--- config.mk ---
export PLATFORM = sky130hd
export DESIGN_NAME = maze_lookup_arbiter_flat
export DESIGN_NICKNAME = d
export VERILOG_FILES = /design/src/rtl/maze_lookup_arbiter_if.sv /design/src/rtl/maze_lookup_arbiter.sv /design/src/flat_wrapper.sv
export SDC_FILE = /design/constraint.sdc
export NUM_CORES = 1
export LEC_CHECK = 0
export ABC_AREA = 1
export CAP_MARGIN = 0
export CORE_MARGIN = 8
export CORE_UTILIZATION = 35
export CTS_BUF_LIST = sky130_fd_sc_hd__clkbuf_4 sky130_fd_sc_hd__clkbuf_8
export DETAILED_ROUTE_END_ITERATION = 10
export GPL_TIMING_DRIVEN = 0
export MAX_ROUTING_LAYER = met4
export PLACE_DENSITY_LB_ADDON = 0.2
export SLEW_MARGIN = 20
export SYNTH_ARGS = -nofsm -noshare
export SYNTH_HDL_FRONTEND = slang
export SYNTH_SLANG_ARGS = --single-unit
export TNS_END_PERCENT = 30
--- constraint.sdc ---
create_clock -name clk -period 7.2 [get_ports clk]
set_input_delay 1.44 -clock clk [delete_from_list [all_inputs] [get_ports clk]]
set_output_delay 1.44 -clock clk [all_outputs]
set_load 0.05 [all_outputs]
--- src/rtl/maze_lookup_arbiter_if.sv ---
// Request/ROM/response bundle for maze_lookup_arbiter.
// slave = arbiter side; master = requesters plus maze ROM.
interface maze_lookup_arbiter_if #(
    parameter int NUM_REQ = 4,
    parameter int ADDR_W  = 10
);
    logic [NUM_REQ-1:0]   req;
    logic [6*NUM_REQ-1:0] req_row;
    logic [5*NUM_REQ-1:0] req_col;
    logic [NUM_REQ-1:0]   gnt;
    logic                 rom_en;
    logic [ADDR_W-1:0]    rom_addr;
    logic                 rom_data;
    logic [NUM_REQ-1:0]   rsp_valid;
    logic                 rsp_path;

    modport slave (
        input  req, req_row, req_col, rom_data,
        output gnt, rom_en, rom_addr, rsp_valid, rsp_path
    );

    modport master (
        output req, req_row, req_col, rom_data,
        input  gnt, rom_en, rom_addr, rsp_valid, rsp_path
    );
endinterface

--- src/rtl/maze_lookup_arbiter.sv ---
// Round-robin arbiter sharing the single-port maze wall ROM; 3-stage lookup pipeline.
// Define MAZE_ARB_PRIO0_EN to give requester 0 strict priority over the round-robin pool.
module maze_lookup_arbiter #(
    parameter int NUM_REQ = 4,
    parameter int COLS    = 28,
    parameter int ROWS    = 36,
    parameter int ADDR_W  = 10
) (
    input  logic                  clk,
    input  logic                  reset,
    maze_lookup_arbiter_if.slave  bus
);

    localparam int         IDX_W   = $clog2(NUM_REQ);
    localparam logic [5:0] ROW_MAX = 6'(ROWS - 1);
    localparam logic [4:0] COL_MAX = 5'(COLS - 1);

    logic [NUM_REQ-1:0] gnt_q;
    logic [NUM_REQ-1:0] rsp_valid_q;
    logic [NUM_REQ-1:0] pool;
    logic [NUM_REQ-1:0] rr_pool;
    logic               rom_en_q;
    logic               s2_valid_q;
    logic               rsp_path_q;
    logic [ADDR_W-1:0]  rom_addr_q;
    logic [ADDR_W-1:0]  addr_calc;
    logic [IDX_W-1:0]   ptr_q;
    logic [IDX_W-1:0]   s1_idx_q;
    logic [IDX_W-1:0]   s2_idx_q;
    logic [IDX_W-1:0]   rr_idx;
    logic [IDX_W-1:0]   win_idx;
    logic [IDX_W-1:0]   cand;
    logic               rr_found;
    logic               win_found;
    logic               ptr_upd;
    logic [5:0]         row_sel;
    logic [5:0]         row_clamp;
    logic [4:0]         col_sel;
    logic [4:0]         col_clamp;
    logic [5:0]         row_arr [NUM_REQ];
    logic [4:0]         col_arr [NUM_REQ];

    for (genvar g = 0; g < NUM_REQ; g++) begin : g_unpack
        assign row_arr[g] = bus.req_row[6*g +: 6];
        assign col_arr[g] = bus.req_col[5*g +: 5];
    end

    // A requester granted this cycle may still hold req; that level is not a new request yet.
    assign pool = bus.req & ~gnt_q;

`ifdef MAZE_ARB_PRIO0_EN
    assign rr_pool = pool & ~NUM_REQ'(1);
`else
    assign rr_pool = pool;
`endif

    always_comb begin
        rr_found = 1'b0;
        rr_idx   = '0;
        cand     = '0;
        for (int unsigned i = 1; i <= NUM_REQ; i++) begin
            cand = IDX_W'((32'(ptr_q) + i) % NUM_REQ);
            if (!rr_found && rr_pool[cand]) begin
                rr_found = 1'b1;
                rr_idx   = cand;
            end
        end
    end

    always_comb begin
        win_found = rr_found;
        win_idx   = rr_idx;
        ptr_upd   = rr_found;
`ifdef MAZE_ARB_PRIO0_EN
        // Requester 0 bypasses the rotation and leaves the pointer where it was.
        if (pool[0]) begin
            win_found = 1'b1;
            win_idx   = '0;
            ptr_upd   = 1'b0;
        end
`endif
    end

    always_comb begin
        row_sel   = row_arr[win_idx];
        col_sel   = col_arr[win_idx];
        row_clamp = (row_sel > ROW_MAX) ? ROW_MAX : row_sel;
        col_clamp = (col_sel > COL_MAX) ? COL_MAX : col_sel;
        addr_calc = ADDR_W'(row_clamp) * ADDR_W'(COLS) + ADDR_W'(col_clamp);
    end

    always_ff @(posedge clk) begin
        if (reset) begin
            gnt_q       <= '0;
            rom_en_q    <= 1'b0;
            rom_addr_q  <= '0;
            s1_idx_q    <= '0;
            s2_valid_q  <= 1'b0;
            s2_idx_q    <= '0;
            rsp_valid_q <= '0;
            rsp_path_q  <= 1'b0;
            ptr_q       <= IDX_W'(NUM_REQ - 1);
        end else begin
            gnt_q    <= win_found ? (NUM_REQ'(1) << win_idx) : '0;
            rom_en_q <= win_found;
            s1_idx_q <= win_idx;
            if (win_found) begin
                rom_addr_q <= addr_calc;
            end
            if (ptr_upd) begin
                ptr_q <= win_idx;
            end

            s2_valid_q <= rom_en_q;
            s2_idx_q   <= s1_idx_q;

            rsp_valid_q <= s2_valid_q ? (NUM_REQ'(1) << s2_idx_q) : '0;
            if (s2_valid_q) begin
                rsp_path_q <= bus.rom_data;
            end
        end
    end

    assign bus.gnt       = gnt_q;
    assign bus.rom_en    = rom_en_q;
    assign bus.rom_addr  = rom_addr_q;
    assign bus.rsp_valid = rsp_valid_q;
    assign bus.rsp_path  = rsp_path_q;

endmodule

--- src/flat_wrapper.sv ---
// flat-port wrapper written by rule: the top's interface ports become plain ports
module maze_lookup_arbiter_flat 
#(
    parameter int NUM_REQ = 4,
    parameter int COLS    = 28,
    parameter int ROWS    = 36,
    parameter int ADDR_W  = 10
)
  (clk, reset, bus_req, bus_req_row, bus_req_col, bus_rom_data, bus_gnt, bus_rom_en, bus_rom_addr, bus_rsp_valid, bus_rsp_path);
  maze_lookup_arbiter_if #(.NUM_REQ(NUM_REQ), .ADDR_W(ADDR_W)) bus_i ();
  input  logic clk;
  input  logic reset;
  input wire logic [$bits(bus_i.req)-1:0] bus_req;
  input wire logic [$bits(bus_i.req_row)-1:0] bus_req_row;
  input wire logic [$bits(bus_i.req_col)-1:0] bus_req_col;
  input wire logic [$bits(bus_i.rom_data)-1:0] bus_rom_data;
  output wire logic [$bits(bus_i.gnt)-1:0] bus_gnt;
  output wire logic [$bits(bus_i.rom_en)-1:0] bus_rom_en;
  output wire logic [$bits(bus_i.rom_addr)-1:0] bus_rom_addr;
  output wire logic [$bits(bus_i.rsp_valid)-1:0] bus_rsp_valid;
  output wire logic [$bits(bus_i.rsp_path)-1:0] bus_rsp_path;
  assign bus_i.req = bus_req;
  assign bus_i.req_row = bus_req_row;
  assign bus_i.req_col = bus_req_col;
  assign bus_i.rom_data = bus_rom_data;
  assign bus_gnt = bus_i.gnt;
  assign bus_rom_en = bus_i.rom_en;
  assign bus_rom_addr = bus_i.rom_addr;
  assign bus_rsp_valid = bus_i.rsp_valid;
  assign bus_rsp_path = bus_i.rsp_path;
  maze_lookup_arbiter #(.NUM_REQ(NUM_REQ), .COLS(COLS), .ROWS(ROWS), .ADDR_W(ADDR_W)) u_core (.clk(clk), .reset(reset), .bus(bus_i));
endmodule
==> results.json <==
{
  "syn_nets": 356,
  "htreeDepth": 1,
  "stdcell_count": 435,
  "max_slew_margin": 0.5246,
  "track_usage": 0.1361,
  "ys_top_cells_by_area": "dfxtp_1 (28%), nand2_1 (14%), nand3_1 (9.2%), inv_1 (7.1%), ha_1 (7.0%)",
  "firstDrtPassIters": 4,
  "syn_inst": 290,
  "synth_area_um2": 1964,
  "wirelength_mm": 5.659,
  "ant_nets": 0,
  "cts_hold_buf": 0,
  "die_w_um": 90.92,
  "initial_utilization": 0.3589,
  "status": "completed",
  "pin_count": 71,
  "core_area_um2": 5473,
  "cp_max_fo": 10,
  "place_inst": 431,
  "clock_latency_ps": 280,
  "final_util": 0.5105,
  "cap_viol_max_count": 0,
  "syn_area_per_cell_um2": 6.774,
  "routedWlPerCell_um": 13.01,
  "cp_slowest_cell": "clkdlybuf4s50_1",
  "crit_arrival_ps": 5810,
  "drt_iter0_drc": 63,
  "fp-row-count": 27,
  "layout-drive-gt1-share": 0.07438,
  "hold_path_class": "reg2reg",
  "clkSinkCount": 27,
  "cts_setup_buffers": 0,
  "yosys_warnings": 0,
  "grt_pass1_vias": 2026,
  "place.gp.congestion": 0.8671,
  "final_net_count": 430,
  "synth_top_area_frac": 0.2752,
  "setup_slack_ps": 1555,
  "rsz0062_at_grt": "no",
  "grt_max_degree": 17,
  "ys_ff_latch": 27,
  "tns_ps": 0,
  "skew_ps": 3.008,
  "critPathRequiredTime_ps": 7370,
  "dieArea_um2": 8266,
  "setup_viol": 0,
  "end_kind": "flip-flop",
  "critPathLaunchType": "primary input",
  "gr-total-overflow": 0,
  "io_buffer_count": 69,
  "cts_buffers": 3,
  "area_delta_synth_final_pct": 42.23,
  "slowest_delay_ps": 490,
  "grt_pass1_wl_mm": 9.183,
  "dp_hpwl_mm": 4.664,
  "cts_resized": 0,
  "cts_tree": "done",
  "clockBufferDepth": 2,
  "vias": 2064,
  "place_ws_ps": 1261,
  "grt_antenna_before_repair": 0,
  "drv_slew": 0,
  "hold_violations": 0,
  "die_h_um": 90.92,
  "synth_cell_types": 30,
  "fin_crit_sh": 0.7840,
  "clk_pin_slew_worst_paths_ps": 100,
  "tightest_slew_ps": 710.5,
  "cts_root_buf": "clkbuf_8",
  "fmax_mhz": 177.1,
  "path_class": "in2reg",
  "synth_top_cell_by_area": "dfxtp_1",
  "antennaDiodeCount": 0,
  "drc": 0,
  "finalCriticalPeriod_ps": 5645,
  "worstPathCellList": "clkdlybuf4s50_1, nand3_1, nand3_1, nand2_1, o21ai_0, nand2_1, a21oi_2, buf_2, nand3_1, nand2_1, nand3_1, nand2_1, o221ai_1, fa_1, ha_1, fa_1, a21oi_1, o21ai_0, xor2_1, nand3b_1, xnor2_1, xnor2_1, o21ai_0",
  "vias_per_cell": 4.745,
  "ys_seq_area_frac": 0.2752
}
[layout make-up]
| class | count | area, um2 |
|---|---|---|
| Multi-Input combinational cell | 216 | 1227 |
| Inverter | 40 | 150.1 |
| Clock inverter | 1 | 7.507 |
| Fill cell | 566 | 2679 |
| Timing Repair Buffer | 69 | 690.7 |
| Clock buffer | 3 | 41.29 |
| Tap cell | 72 | 90.09 |
| Buffer | 7 | 46.29 |
| Sequential cell | 27 | 540.5 |
[layout by cell type, fill, tap and decap left out]
cell type | Yosys | final
nand2_1 | 72 | 72
clkdlybuf4s50_1 | 0 | 69
inv_1 | 37 | 37
nand3_1 | 36 | 36
dfxtp_1 | 27 | 27
nor2_1 | 25 | 25
o21ai_0 | 19 | 19
ha_1 | 11 | 11
a21oi_1 | 10 | 10
nand2_2 | 5 | 5
xor2_1 | 5 | 5
buf_2 | 4 | 4
o211ai_1 | 4 | 4
xnor2_1 | 4 | 4
fa_1 | 4 | 4
inv_2 | 3 | 3
clkbuf_8 | 0 | 3
nand2_4 | 2 | 2
buf_6 | 2 | 2
a21oi_2 | 2 | 2
o21ai_2 | 2 | 2
o21ai_1 | 2 | 2
o21bai_1 | 2 | 2
nand3b_1 | 2 | 2
nor3_1 | 2 | 2
a22o_1 | 2 | 2
nor2_4 | 1 | 1
nand3_4 | 1 | 1
o221ai_1 | 1 | 1
a21boi_1 | 1 | 1
nand3_2 | 1 | 1
clkbuf_1 | 1 | 1
clkinvlp_4 | 0 | 1
[metrics by stage]
step | cell area (um2) | hold WS, ps
after floorplan | 1964 | 388.3
after global placement | 2745 | 393.1
after detailed placement | 2745 | 398.4
after CTS | 2794 | 414.6
after global routing | 2794 | 445.9
final | 2794 | 410.8
[Yosys cell counts, drive strengths merged]
cell type  count
a22o           2
xor2           5
a21boi         1
clkbuf         1
dfxtp         27
a21oi         12
nand3         38
o21ai         23
xnor2          4
fa             4
nand3b         2
nor2          26
nand2         79
o21bai         2
inv           40
ha            11
o211ai         4
buf            6
nor3           2
o221ai         1
[critical path, delay by kind of cell]
kind / cells / cell delay, ps
xor+xnor: 3 / 560
compound gates: 6 / 940
simple gates: 9 / 1010
buf+inv: 2 / 770
fa+ha+maj: 3 / 1100
[routing by layer]
metal	GRT usage	wire length, um
met2	0.2393	2744
met1	0.1527	2556
met3	0.03574	312
met4	0.02319	46
met5	-	0
[final timing paths]
check	startpoint	endpoint	slack [ps]	cells after the start
min reg2reg	u_core.s1_idx_q[1]	u_core.s2_idx_q[1]	410	2
min	u_core.s1_idx_q[1]	u_core.s2_idx_q[1]	410	2
max	bus_req[1]	u_core.bus.rom_addr[9]	1560	23
max reg2reg	u_core.ptr_q[1]	u_core.bus.rom_addr[9]	2630	25
[kinds of logic (layout without fill, tap and decap cells)]
family                   after synthesis  after routing  share of synthesized area
buffers and inverters                 47            120                     0.1000
XOR/XNOR                               9              9                    0.04012
AO/OA/AOI/OAI                         45             45                     0.1369
flip-flops                            27             27                     0.2752
AND/OR/NAND/NOR                      147            147                     0.3369
adder cells (fa/ha/maj)               15             15                     0.1108
[state kept, by name (all words and copies together), names as in the netlist]
| name | count |
|---|---|
| u_core.bus.rsp_path | 1 |
| u_core.s1_idx_q | 2 |
| u_core.bus.gnt | 4 |
| u_core.bus.rom_addr | 10 |
| u_core.ptr_q | 2 |
| u_core.s2_idx_q | 2 |
| u_core.s2_valid_q | 1 |
| u_core.bus.rom_en | 1 |
| u_core.bus.rsp_valid | 4 |
Power is not shown: default switching activity piles up to over one toggle a cycle in this logic, so the estimate is an artifact.
